File: src/rtl/mtr_drv_pkg.sv
// Shared constants and types for the motor-drive PWM output stage.
// Holds counter width, stop duty, default dead time and the non-overlap FSM states.
// Also provides the signed-speed to unsigned-duty mapping helper.
package mtr_drv_pkg;

   localparam int               CNT_W         = 11;
   localparam logic [CNT_W-1:0] DUTY_STOP     = 11'h400;
   localparam int               DEAD_CYC_DFLT = 32;

   typedef enum logic [1:0] {DEAD, DRV_HI, DRV_LO} nonovl_state_t;

   // Adding 0x400 mod 2048 is the same as flipping the sign bit:
   // -1024 -> 0, 0 -> 1024, +1023 -> 2047. Every input is a legal duty.
   function automatic logic [CNT_W-1:0] spd2duty(input logic [CNT_W-1:0] spd);
      return {~spd[CNT_W-1], spd[CNT_W-2:0]};
   endfunction

endpackage

File: src/rtl/pwm_nonovl.sv
// Non-overlapping complementary drive pair generated from one raw PWM compare bit.
// Latency: old drive drops 1 cycle after a raw edge, new drive rises DEAD_CYC+1 cycles after it.
// No backpressure; a raw toggle during dead time restarts the dead-time count.
module pwm_nonovl
   import mtr_drv_pkg::*;
#(
   parameter int DEAD_CYC = DEAD_CYC_DFLT
) (
   input  logic clk,
   input  logic rst_n,
   input  logic raw,
   output logic PWM1,
   output logic PWM2
);

   localparam logic [7:0] DEAD_LAST = 8'(DEAD_CYC - 1);

   nonovl_state_t state;
   logic          raw_q;
   logic [7:0]    dcnt;

   // Dead-time FSM; outputs are registered alongside the state so both drives are never high together.
   always_ff @(posedge clk or negedge rst_n) begin
      if (!rst_n) begin
         state <= DEAD;
         raw_q <= 1'b0;
         dcnt  <= 8'd0;
         PWM1  <= 1'b0;
         PWM2  <= 1'b0;
      end else if (raw != raw_q) begin
         // Any edge of the compare bit kills both drives and restarts dead time.
         raw_q <= raw;
         dcnt  <= 8'd0;
         state <= DEAD;
         PWM1  <= 1'b0;
         PWM2  <= 1'b0;
      end else begin
         case (state)
            DEAD: begin
               if (dcnt == DEAD_LAST) begin
                  state <= raw_q ? DRV_HI : DRV_LO;
                  PWM1  <= raw_q;
                  PWM2  <= ~raw_q;
               end else begin
                  dcnt <= dcnt + 8'd1;
                  PWM1 <= 1'b0;
                  PWM2 <= 1'b0;
               end
            end
            DRV_HI: begin
               PWM1 <= 1'b1;
               PWM2 <= 1'b0;
            end
            DRV_LO: begin
               PWM1 <= 1'b0;
               PWM2 <= 1'b1;
            end
            default: begin
               state <= DEAD;
               dcnt  <= 8'd0;
               PWM1  <= 1'b0;
               PWM2  <= 1'b0;
            end
         endcase
      end
   end

endmodule

File: src/rtl/mtr_drv.sv
// Motor-drive output stage: signed speed commands to complementary dead-timed PWM pairs.
// Latency: duties latch at the period wrap (cnt == 2047) and take effect from cnt == 0.
// No backpressure; speed inputs are sampled only at the wrap, mid-period changes wait.
module mtr_drv
   import mtr_drv_pkg::*;
#(
   parameter int DEAD_CYC = DEAD_CYC_DFLT
) (
   input  logic             clk,
   input  logic             rst_n,
   input  logic [CNT_W-1:0] lft_spd,
   input  logic [CNT_W-1:0] rght_spd,
   output logic             lftPWM1,
   output logic             lftPWM2,
   output logic             rghtPWM1,
   output logic             rghtPWM2,
   output logic             pwm_sync
);

   localparam logic [CNT_W-1:0] CNT_MAX = '1;

   logic [CNT_W-1:0] cnt;
   logic [CNT_W-1:0] duty_sh_l;
   logic [CNT_W-1:0] duty_sh_r;
   logic             raw_l;
   logic             raw_r;

   // Free-running period counter, double-buffered duties and the registered wrap pulse.
   always_ff @(posedge clk or negedge rst_n) begin
      if (!rst_n) begin
         cnt       <= '0;
         duty_sh_l <= DUTY_STOP;
         duty_sh_r <= DUTY_STOP;
         pwm_sync  <= 1'b0;
      end else begin
         cnt      <= cnt + 11'd1;
         // Registered one cycle early so the pulse lines up with cnt == 2047.
         pwm_sync <= (cnt == CNT_MAX - 11'd1);
         if (cnt == CNT_MAX) begin
            duty_sh_l <= spd2duty(lft_spd);
            duty_sh_r <= spd2duty(rght_spd);
         end
      end
   end

   assign raw_l = (cnt < duty_sh_l);
   assign raw_r = (cnt < duty_sh_r);

   pwm_nonovl #(.DEAD_CYC(DEAD_CYC)) u_lft (
      .clk  (clk),
      .rst_n(rst_n),
      .raw  (raw_l),
      .PWM1 (lftPWM1),
      .PWM2 (lftPWM2)
   );

   pwm_nonovl #(.DEAD_CYC(DEAD_CYC)) u_rght (
      .clk  (clk),
      .rst_n(rst_n),
      .raw  (raw_r),
      .PWM1 (rghtPWM1),
      .PWM2 (rghtPWM2)
   );

endmodule
File: config.mk
export PLATFORM = sky130hd
export DESIGN_NAME = mtr_drv
export DESIGN_NICKNAME = d
export VERILOG_FILES = /design/src/rtl/mtr_drv_pkg.sv /design/src/rtl/pwm_nonovl.sv /design/src/rtl/mtr_drv.sv
export SDC_FILE = /design/constraint.sdc
export NUM_CORES = 1
export LEC_CHECK = 0
export ABC_AREA = 1
export ABC_CLOCK_PERIOD_IN_PS = 6200
export BUFFER_PORTS_ARGS = -buffer_cell sky130_fd_sc_hd__buf_2
export CORE_MARGIN = 2
export CORE_UTILIZATION = 47
export CTS_CLUSTER_DIAMETER = 150
export DETAILED_ROUTE_END_ITERATION = 12
export PLACE_DENSITY = 0.65
export SLEW_MARGIN = 10
export SYNTH_ARGS = -nofsm -noshare
export SYNTH_HDL_FRONTEND = slang
export SYNTH_HIERARCHICAL = 1
export SYNTH_SLANG_ARGS = --single-unit
File: constraint.sdc
create_clock -name clk -period 6.2 [get_ports clk]
set_clock_uncertainty 0.15 [all_clocks]
set_input_delay 0.31 -clock clk [delete_from_list [all_inputs] [get_ports clk]]
set_output_delay 0.31 -clock clk [all_outputs]
set_load 0.05 [all_outputs]
==> out/metrics.cfg <==
[logic_synthesis]
syn_avg_cell_area_um2 = 8.22
synth.ff_latch_count = 60
synthCells = 428
async_reset_ff_frac = 1.00
yosysSeqAreaShare = 0.428
synth_edf_count = 0
synth_top_area_frac = 0.413
ys.flop_type = dfrtp_1
syn_area_mm2 = 0.00352
yosysUniqueCellTypes = 27
syn-num-nets = 482
yosysTopAreaCell = dfrtp_1
yosys_warnings = 6
yosys-top-cells-area = dfrtp_1, nand2_1, ha_1, inv_1, o21ai_2

[clocking]
h-tree-depth = 3
path_clk_slew_ns = 0.06
cts-resized-gates = 0
numCtsBuffers = 9
cts_sinks = 60
hold_buffers = 3
worstSkewPairLatency_ns = 0.34
clock-root-buffer = clkbuf_8
clk_path_buf_depth = 2
post_cts_buffers = 0
cts_tree = yes

[timing]
setup_tns_ns = 0
setup_viol = 0
fin_crit_sh = 0.410
min_period_ns = 2.54
whs_ns = 0.0547
setup_ws_ns = 3.66
rsz0062_at_grt = no
slew_viol_final = 0
clock.fmax_mhz = 393
relSlewSlack = 0.496
finalHoldViolations = 0
tightestPinTransition_ns = 0.756

[routing]
vias = 2665
route.detailed.drc = 0
routed_wl_um = 6270
routedWlPerCell_um = 11.0
drtIter0Drc = 100
avgViaCountPerCell = 4.68
drtAntennaViolNets = 0
first_pass_iters = 4

[global_route]
grt_pass1_wl_um = 11100
grt_start_max_net_pins = 61
grt_pass1_vias = 2487
antenna_found_initial = 0
track_usage = 0.168
overflow = 0

[setup_path]
slowest_delay_ns = 0.53
critPathMaxFanout = 6
critPathLaunchType = register
crit_path_frequent_cell = nand2_1
required_ns = 6.31
crit_slowest_cell = dfstp_2
worstPathCellList = inv_1 > ha_1 > nand2_1 > nor2_1 > nand3_1 > nor2_1 > nor2_1 > inv_1 > nand2_1 > nand2_1 > nand2_1 > inv_1 > nand3_1 > o21ai_0
cp.arrival_ns = 2.65
critPathCaptureType = register
cp_top_family = simple AND/OR/NAND/NOR gates
cp.buffers_inverters = 3
path_class = reg2reg

[floorplanning]
ioPinCount = 29
die_w_um = 90.5
die-area_mm2 = 0.00819
num_rows = 31
core_area_mm2 = 0.00725
initial_core_util = 0.485
die_y_um = 90.5

[layout]
area_growth_pct = 12.8
n_fill_cell = 706
layout_commonest_cell = nand2_1
fin_nets = 519
diodes = 0
mostFrequentLayoutCells = nand2_1, inv_1, dfrtp_1, ha_1, buf_2
utilization = 0.547
drive_above_1_share = 0.170

[pwr]
power_mw = 0.773
power_density_mw_per_mm2 = 195
ir_drop_uv = 135
p_leak_nw = 2.37

[job]
cap_violations = 0

[worst_hold_path]
worstHoldPathType = in2reg

[placed_design]
gp_congestion = 0.790
hpwl_um = 4490
pre_cts_ws_ns = 3.63
port_buffers = 28

[status]
status = finished clean

cell type report:
cell class                 count  area, um2  share of cell area
tap                           99        124              0.0312
clock inverter                 4       47.5              0.0120
inverter                      79        297              0.0747
multi-input combinational    283       1660               0.419
timing repair buffer          32        178              0.0448
clock buffer                  12        155              0.0391
sequential                    60       1500               0.379
flip-flops by register name, indices dropped and copies added, names as in the netlist, 2 cells and up:
signal and count:
duty_sh_l 11, u_rght/state 2, u_lft/state 2, u_rght/dcnt 8
cnt 11, duty_sh_r 11, u_lft/dcnt 8
cells in the mapped netlist (3+ instances only):
cell type,n
nand2_2,3
a21oi_1,7
nor2_1,24
xnor2_1,5
ha_1,30
nand2_1,123
o21ai_2,22
nand4_1,4
a21o_1,3
inv_1,78
dfrtp_1,58
xor2_1,7
o21ai_0,23
nor2_2,3
buf_6,4
nand3_1,15
final timing paths:
check | startpoint | endpoint | slack [ns] | depth (start not counted)
max reg2reg | duty_sh_r[10]$_DFFE_PN1N_ | u_rght/dcnt[6]$_DFFE_PN0P_ | 3.66 | 14
max | duty_sh_r[10]$_DFFE_PN1N_ | u_rght/dcnt[6]$_DFFE_PN0P_ | 3.66 | 14
min in group asynchronous | rst_n | cnt[8]$_DFF_PN0_ | 0.50 | 3
min reg2reg | duty_sh_r[10]$_DFFE_PN1N_ | duty_sh_r[10]$_DFFE_PN1N_ | 0.34 | 2
min | rght_spd[8] | duty_sh_r[8]$_DFFE_PN0N_ | 0.05 | 3
max in group asynchronous | rst_n | u_rght/dcnt[1]$_DFFE_PN0P_ | 4.89 | 3
worst register-to-register path, delay by kind of cell (launching register included):
family                   cells  cell delay (ns)
flip-flops                   1             0.53
adder cells (fa/ha/maj)      1             0.28
buffers and inverters        3             0.24
AO/OA/AOI/OAI                1             0.22
AND/OR/NAND/NOR              9             1.05
metrics by stage:
stage / std cells / cell area (um2)
floorplan: 428 / 3520
global placement: 550 / 3740
detailed placement: 550 / 3740
CTS: 569 / 3970
global route: 569 / 3970
finish: 569 / 3970
layer usage:
metal	track usage	up-vias	wire length (um)	share of wire
li1	-	1405	-	-
met1	0.226	1204	3100	0.49
met2	0.260	44	2790	0.45
met3	0.0384	12	237	0.038
met4	0.0744	0	144	0.023
met5	0	-	0	0
logic make-up after synthesis:
group,synth area share
compound gates,0.120
flops,0.428
buf+inv,0.0993
xor+xnor,0.0299
fa+ha+maj,0.107
simple gates,0.216
where the power goes:
| part | switching [mW] | total [mW] | internal [mW] | leakage, nW |
|---|---|---|---|---|
| Sequential | 0 | 0.391 | 0.391 | 0.629 |
| Combinational | 0.0127 | 0.0203 | 0.00758 | 1.64 |
| Clock | 0.155 | 0.361 | 0.206 | 0.102 |
Note: power is estimated with default switching activity, not from simulation.
